[src/rtl/nasti_rd_burst_ctrl.sv]
// NASTI read-burst front-end: expands AR bursts into per-beat scheduler requests, returns R beats in order (opt. NASTI_RD_4KB_CHECK_EN).
// Latency: first rq one cycle after AR accept; R path is combinational from the tag head and rs_*.
// Backpressure: ar_ready drops while issuing or with TAG_DEPTH bursts outstanding; rq/rs/r follow valid/ready.
module nasti_rd_burst_ctrl #(
    parameter int ID_WIDTH   = 9,
    parameter int ADDR_WIDTH = 32,
    parameter int DATA_WIDTH = 64,
    parameter int USER_WIDTH = 1,
    parameter int TAG_DEPTH  = 4
) (
    input  logic                  clk,
    input  logic                  rst,
    input  logic [ID_WIDTH-1:0]   ar_id,
    input  logic [ADDR_WIDTH-1:0] ar_addr,
    input  logic [7:0]            ar_len,
    input  logic [2:0]            ar_size,
    input  logic [1:0]            ar_burst,
    input  logic [USER_WIDTH-1:0] ar_user,
    input  logic                  ar_valid,
    output logic                  ar_ready,
    output logic [ID_WIDTH-1:0]   r_id,
    output logic [DATA_WIDTH-1:0] r_data,
    output logic [1:0]            r_resp,
    output logic                  r_last,
    output logic [USER_WIDTH-1:0] r_user,
    output logic                  r_valid,
    input  logic                  r_ready,
    output logic [ADDR_WIDTH-1:0] rq_addr,
    output logic                  rq_valid,
    input  logic                  rq_ready,
    input  logic [DATA_WIDTH-1:0] rs_data,
    input  logic                  rs_err,
    input  logic                  rs_valid,
    output logic                  rs_ready
);
    localparam int MAX_SIZE = $clog2(DATA_WIDTH / 8);
    localparam int PW       = $clog2(TAG_DEPTH);

    typedef enum logic {IDLE, ISSUE} state_t;

    typedef struct packed {
        logic [ID_WIDTH-1:0]   id;
        logic [7:0]            len;
        logic [USER_WIDTH-1:0] user;
        logic                  err;
    } tag_t;

    state_t                state_q, state_d;
    logic [ADDR_WIDTH-1:0] addr_q, addr_d;
    logic [7:0]            len_q, len_d;
    logic [2:0]            size_q, size_d;
    logic [1:0]            burst_q, burst_d;
    logic [7:0]            issue_cnt_q, issue_cnt_d;
    logic [7:0]            beat_cnt_q, beat_cnt_d;
    logic [PW-1:0]         wr_ptr_q, wr_ptr_d;
    logic [PW-1:0]         rd_ptr_q, rd_ptr_d;
    logic [PW:0]           count_q, count_d;
    logic                  ar_ready_q, ar_ready_d;
    tag_t                  tag_q [TAG_DEPTH];
    tag_t                  tag_d [TAG_DEPTH];

    logic                  ar_err;
    logic                  ar_hs;
    logic                  pop;
    logic                  fifo_empty;
    tag_t                  head;
    logic [ADDR_WIDTH-1:0] step;
    logic [ADDR_WIDTH-1:0] incr_addr;
    logic [ADDR_WIDTH-1:0] wrap_mask;
    logic [ADDR_WIDTH-1:0] next_addr;

    assign ar_ready   = ar_ready_q;
    assign ar_hs      = ar_valid && ar_ready_q;
    assign fifo_empty = (count_q == '0);
    assign head       = tag_q[rd_ptr_q];
    assign rq_addr    = addr_q;

    // Bursts that cannot be legally issued are still tagged so the R side answers with SLVERR beats.
    always_comb begin
        ar_err = 1'b0;
        if (ar_burst == 2'b11) begin
            ar_err = 1'b1;
        end
        if (ar_size > 3'(MAX_SIZE)) begin
            ar_err = 1'b1;
        end
        if (ar_burst == 2'b10 && !(ar_len inside {8'd1, 8'd3, 8'd7, 8'd15})) begin
            ar_err = 1'b1;
        end
`ifdef NASTI_RD_4KB_CHECK_EN
        if (ar_burst == 2'b01 &&
            ({2'b00, ar_addr[11:0]} + ((14'(ar_len) + 14'd1) << ar_size)) > 14'd4096) begin
            ar_err = 1'b1;
        end
`endif
    end

    always_comb begin
        step      = ADDR_WIDTH'(1) << size_q;
        incr_addr = addr_q + step;
        wrap_mask = ((ADDR_WIDTH'(len_q) + ADDR_WIDTH'(1)) << size_q) - ADDR_WIDTH'(1);
        case (burst_q)
            2'b00:   next_addr = addr_q;
            2'b10:   next_addr = (addr_q & ~wrap_mask) | (incr_addr & wrap_mask);
            default: next_addr = incr_addr;
        endcase
    end

    always_comb begin
        r_valid  = 1'b0;
        r_data   = '0;
        r_resp   = 2'b00;
        r_last   = 1'b0;
        r_id     = '0;
        r_user   = '0;
        rs_ready = 1'b0;
        if (!fifo_empty) begin
            r_id   = head.id;
            r_user = head.user;
            r_last = (beat_cnt_q == head.len);
            if (head.err) begin
                r_valid = 1'b1;
                r_resp  = 2'b10;
            end else begin
                r_valid  = rs_valid;
                r_data   = rs_data;
                r_resp   = rs_err ? 2'b10 : 2'b00;
                rs_ready = r_ready;
            end
        end
        pop        = r_valid && r_ready && r_last;
        beat_cnt_d = beat_cnt_q;
        if (r_valid && r_ready) begin
            beat_cnt_d = r_last ? 8'd0 : beat_cnt_q + 8'd1;
        end
    end

    always_comb begin
        state_d     = state_q;
        addr_d      = addr_q;
        len_d       = len_q;
        size_d      = size_q;
        burst_d     = burst_q;
        issue_cnt_d = issue_cnt_q;
        tag_d       = tag_q;
        wr_ptr_d    = wr_ptr_q;
        rd_ptr_d    = rd_ptr_q;
        rq_valid    = 1'b0;

        case (state_q)
            IDLE: begin
                if (ar_hs && !ar_err) begin
                    addr_d      = ar_addr;
                    len_d       = ar_len;
                    size_d      = ar_size;
                    burst_d     = ar_burst;
                    issue_cnt_d = 8'd0;
                    state_d     = ISSUE;
                end
            end
            ISSUE: begin
                rq_valid = 1'b1;
                if (rq_ready) begin
                    addr_d = next_addr;
                    if (issue_cnt_q == len_q) begin
                        issue_cnt_d = 8'd0;
                        state_d     = IDLE;
                    end else begin
                        issue_cnt_d = issue_cnt_q + 8'd1;
                    end
                end
            end
            default: state_d = IDLE;
        endcase

        if (ar_hs) begin
            tag_d[wr_ptr_q] = '{id: ar_id, len: ar_len, user: ar_user, err: ar_err};
            wr_ptr_d        = wr_ptr_q + PW'(1);
        end
        if (pop) begin
            rd_ptr_d = rd_ptr_q + PW'(1);
        end
        count_d = count_q + (PW+1)'(ar_hs) - (PW+1)'(pop);

        // Registered from next-state values, so a freed slot or a finished issue shows up one cycle later.
        ar_ready_d = (state_d == IDLE) && (count_d != (PW+1)'(TAG_DEPTH));
    end

    always_ff @(posedge clk or posedge rst) begin
        if (rst) begin
            state_q     <= IDLE;
            addr_q      <= '0;
            len_q       <= '0;
            size_q      <= '0;
            burst_q     <= '0;
            issue_cnt_q <= '0;
            beat_cnt_q  <= '0;
            wr_ptr_q    <= '0;
            rd_ptr_q    <= '0;
            count_q     <= '0;
            ar_ready_q  <= 1'b0;
            for (int i = 0; i < TAG_DEPTH; i++) begin
                tag_q[i] <= '0;
            end
        end else begin
            state_q     <= state_d;
            addr_q      <= addr_d;
            len_q       <= len_d;
            size_q      <= size_d;
            burst_q     <= burst_d;
            issue_cnt_q <= issue_cnt_d;
            beat_cnt_q  <= beat_cnt_d;
            wr_ptr_q    <= wr_ptr_d;
            rd_ptr_q    <= rd_ptr_d;
            count_q     <= count_d;
            ar_ready_q  <= ar_ready_d;
            tag_q       <= tag_d;
        end
    end

endmodule
[config.mk]
export PLATFORM = sky130hd
export DESIGN_NAME = nasti_rd_burst_ctrl
export DESIGN_NICKNAME = d
export VERILOG_FILES = /design/src/rtl/nasti_rd_burst_ctrl.sv
export SDC_FILE = /design/constraint.sdc
export NUM_CORES = 1
export LEC_CHECK = 0
export ABC_AREA = 1
export BUFFER_PORTS_ARGS = -buffer_cell sky130_fd_sc_hd__buf_2
export CAP_MARGIN = 20
export CORE_MARGIN = 4
export CORE_UTILIZATION = 48
export CTS_CLUSTER_SIZE = 10
export DETAILED_ROUTE_END_ITERATION = 16
export PLACE_DENSITY_LB_ADDON = 0.3
export RECOVER_POWER = 50
export SLEW_MARGIN = 25
export SYNTH_ARGS = -nofsm -noshare
export SYNTH_HDL_FRONTEND = slang
export SYNTH_SLANG_ARGS = --single-unit
[constraint.sdc]
create_clock -name clk -period 7 [get_ports clk]
set_clock_uncertainty 0.2 [all_clocks]
set_input_delay 1.4 -clock clk [delete_from_list [all_inputs] [get_ports clk]]
set_output_delay 1.4 -clock clk [all_outputs]
set_load 0.03 [all_outputs]
==> impl_metrics.csv <==
group,metric,value,unit
synthesis,postSynthAreaPerCell,6.74,µm²
sta,hold_violations,0,
sta,post-route-period-util,0.660,
setup_path,r2r_start,"rd_ptr_q[1]",
clocking,clock_latency,0.44,ns
setup_path,crit_path_max_fanout,27,
setup_path,stage_delay_of_the_slowest_cell_on_the_critical_path,0.68,ns
power,power.leakage,6.30,nW
setup_path,critical_path.startpoint_type,"input pin",
floorplanning,dieArea,22700,µm²
sta,drv_slew,84,
worst_hold_path,path_type_of_the_worst_min_delay_path,"reg -> reg",
route,routed_wirelength,28.2,mm
synthesis,yosysSeqAreaShare,0.374,
synthesis,syn-num-nets,1595,
grt,first_global_vias,9538,
synthesis,synthFlopType,"sky130_fd_sc_hd__dfrtp_1",
synthesis,synth_compound_area_frac,0.122,
worst_hold_path,holdPathStages,2,
setup_path,critical_path_required,7.18,ns
grt,grt_pass1_wl,45.6,mm
clocking,tritoncts.num_buffers,17,
power,netSwitchingPower,0.00338,W
place,port_buffers,237,
sta,max_freq,0.216,GHz
setup_path,timing.critical_path.mode_cell,"sky130_fd_sc_hd__nand2_1",
route,drt_first_pass_iters,5,
route,wire_per_inst,14.6,µm
route,initialDrtViolationCount,641,
sta,setup_violations,0,
sta,grt_setup_unrepaired,"no",
floorplanning,start_util,0.495,
setup_path,rr_worst_depth,19,
synthesis,combinational_family_with_the_most_area_after_synthesis,"simple AND/OR/NAND/NOR gates",
synthesis,synth-edff-count,0,
setup_path,cp_top_family,"simple AND/OR/NAND/NOR gates",
synthesis,post_synth_xor_area_fraction,0.0251,
power,share_seq_of_total_power,0.259,
power,ir_worst_vdd,344,µV
clocking,cts_buffer_depth,2,
clocking,clock_tree.root_cell,"sky130_fd_sc_hd__clkbuf_16",
power,internal_power,0.00280,W
setup_path,timing.critical_path.cells,"buf_2 -> inv_1 -> nand3_1 -> o21ai_0 -> and2_0 -> nand3_1 -> nand2_1 -> inv_1 -> a21oi_4 -> nand2_4 -> inv_4 -> nand2_1 -> nand2_1 -> nand2_1 -> inv_1",
grt,grt_remaining_overflow,0,
clocking,postCtsResizedCells,0,
synthesis,synthesis.area,9760,µm²
cells_and_area,layout_common_cells,"sky130_fd_sc_hd__nand2_1, sky130_fd_sc_hd__buf_2, sky130_fd_sc_hd__inv_1",
outcome,outcome,"finished, violations left",
run,max_cap_violations,1,
floorplanning,io_pins,239,
clocking,cts_tree,"done",
cells_and_area,area_delta_synth_final,19.5,%
synthesis,portion_of_netlist_area_occupied_by_mux_cells,0.00320,
setup_path,cp.buffers_inverters,5,
power,power.share.combinational,0.588,
route,drcViolationCount,0,
power,share_clk_of_total_power,0.153,
place,placer_congestion_estimate,0.924,
sta,layout_min_cycle_time,4.62,ns
grt,grt_antenna_before_repair,1,
route,routed_via_density,5.14,
clocking,numClockSinks,146,
power,power.density_cell_area,530,nW/µm²
route,final_antenna_net_count,0,
setup_path,arrival,4.80,ns
power,total_power,0.00618,W
synthesis,synth_top_cell_area_share,0.374,
outcome,failed_checks,"max-capacitance violations, max-slew violations",
setup_path,critical_path_class,"in -> reg",
clocking,cts_hold_buffers,0,
floorplanning,placement_rows,51,
floorplanning,die_height,151,µm
cells_and_area,finalNetCount,1799,
floorplanning,core_area,19700,µm²
synthesis,share_of_flip_flops_with_an_asynchronous_set_or_reset,1.00,
setup_path,cp_num_cells,15,
synthesis,synth-warning-count,0,
synthesis,synth_largest_area_cell,"sky130_fd_sc_hd__dfrtp_1",
synthesis,ys_seq_elements,146,
synthesis,synth_area_leaders,"sky130_fd_sc_hd__dfrtp_1, sky130_fd_sc_hd__nand2_1, sky130_fd_sc_hd__o21ai_0",
sta,worst_pin_slew,3.70,ns
sta,fin_tns_setup,0,ns
sta,slew_headroom,-1.48,
grt,grt_max_degree,84,
cells_and_area,share_of_final_layout_standard_cells_stronger_than_drive_strength_1,0.187,
clocking,postCtsSetupBuffers,0,
synthesis,synth_simple_gate_area_frac,0.343,
clocking,clkSlewWorstSetupHoldPaths,0.07,ns
grt,grt_use_total,0.251,
power,switching_share,0.547,
place,dp_hpwl,20.8,mm
route,via_count,9930,
synthesis,synth-adder-area-share,0.0285,
floorplanning,fp.dieW,151,µm
cells_and_area,finish.utilization,0.592,
clocking,htree_num_levels,4,
setup_path,worst_r2r_dst,"ar_ready",
cells_and_area,layout.cells.most_common,"sky130_fd_sc_hd__nand2_1",
setup_path,reg2reg_setup_slack,2.92,ns
synthesis,synth_cells,1448,
setup_path,crit_path_start,"ar_len[6]",
synthesis,synth_cell_types,51,
setup_path,slowest_stage,"sky130_fd_sc_hd__nand3_1",
setup_path,critical_path.endpoint_type,"register",
## area by class of cell
type	instances	area [µm²]
sequential	146	3650
clock inverter	15	206
antenna	1	2.50
tap	265	332
multi-input combinational	1039	5080
timing repair buffer	243	1200
fill	1859	8050
clock buffer	17	425
inverter	205	773
## cell usage after synthesis (7+ instances only)
cell	instances
sky130_fd_sc_hd__buf_2	15
sky130_fd_sc_hd__nand3_1	113
sky130_fd_sc_hd__nand4_1	18
sky130_fd_sc_hd__nor2_2	7
sky130_fd_sc_hd__nand2_2	16
sky130_fd_sc_hd__nor2_1	178
sky130_fd_sc_hd__xor2_1	20
sky130_fd_sc_hd__o21ai_0	151
sky130_fd_sc_hd__xnor2_1	8
sky130_fd_sc_hd__nor3_1	19
sky130_fd_sc_hd__inv_1	195
sky130_fd_sc_hd__dfrtp_1	146
sky130_fd_sc_hd__nand3_2	8
sky130_fd_sc_hd__clkbuf_1	35
sky130_fd_sc_hd__a21oi_1	47
sky130_fd_sc_hd__inv_2	9
sky130_fd_sc_hd__nand2_1	373
sky130_fd_sc_hd__ha_1	19
## cells by family (layout without fill, tap and decap cells)
family                     count (synthesis)  in the layout
AOI/OAI and AO/OA                        224            224
and+or+nand+nor                          762            762
xor gates and xnor gates                  28             28
other                                      1              2
muxes                                      3              3
adders and majority gates                 21             21
buffers and inverters                    263            480
DFF                                      146            146
## through the flow
step           std cells  area [µm²]  worst slack [ns]  hold slack, ns
2_1_floorplan       1448        9760              1.48           0.248
3_3_place_gp        1898       11100              2.84           0.261
3_5_place_dp        1898       11100              2.87           0.268
4_1_cts             1930       11700              2.58           0.285
5_1_grt             1931       11700              2.01           0.308
6_report            1931       11700              2.38           0.283
## how the worst min path moves through the flow
stage,from,end,slack [ns]
6_report,tag_q[25],tag_q[25],0.28
3_5_place_dp,tag_q[11],tag_q[11],0.27
2_1_floorplan,tag_q[18],tag_q[18],0.25
5_1_grt,tag_q[63],tag_q[63],0.31
4_1_cts,tag_q[44],tag_q[44],0.29
3_3_place_gp,tag_q[53],tag_q[53],0.26
## worst reg2reg max path: cells and delay by family (launching register included)
kind	cells	cell delay (ns)
simple gates	8	1.06
flops	1	0.83
fa+ha+maj	3	0.78
buf+inv	4	0.55
xor+xnor	2	0.36
compound gates	2	0.17
## layer usage
metal	vias to the layer above	routed length, µm	GRT usage
met2	351	14200	0.445
met3	45	1630	0.0391
met5	-	0	0
met1	4538	11700	0.315
li1	4996	-	-
met4	0	657	0.0784
## power groups by stage
| stage | Sequential, W | Combinational (W) | Clock (W) |
|---|---|---|---|
| 6_report | 0.00160 | 0.00363 | 0.000949 |
| 5_1_grt | 0.00164 | 0.00405 | 0.000999 |
| 4_1_cts | 0.00158 | 0.00368 | 0.000962 |
| 3_5_place_dp | 0.00159 | 0.00367 | 0 |
| 3_3_place_gp | 0.00159 | 0.00357 | 0 |
| 2_1_floorplan | 0.00165 | 0.00267 | 0 |
No activity file was read; power rests on OpenSTA's default activity.
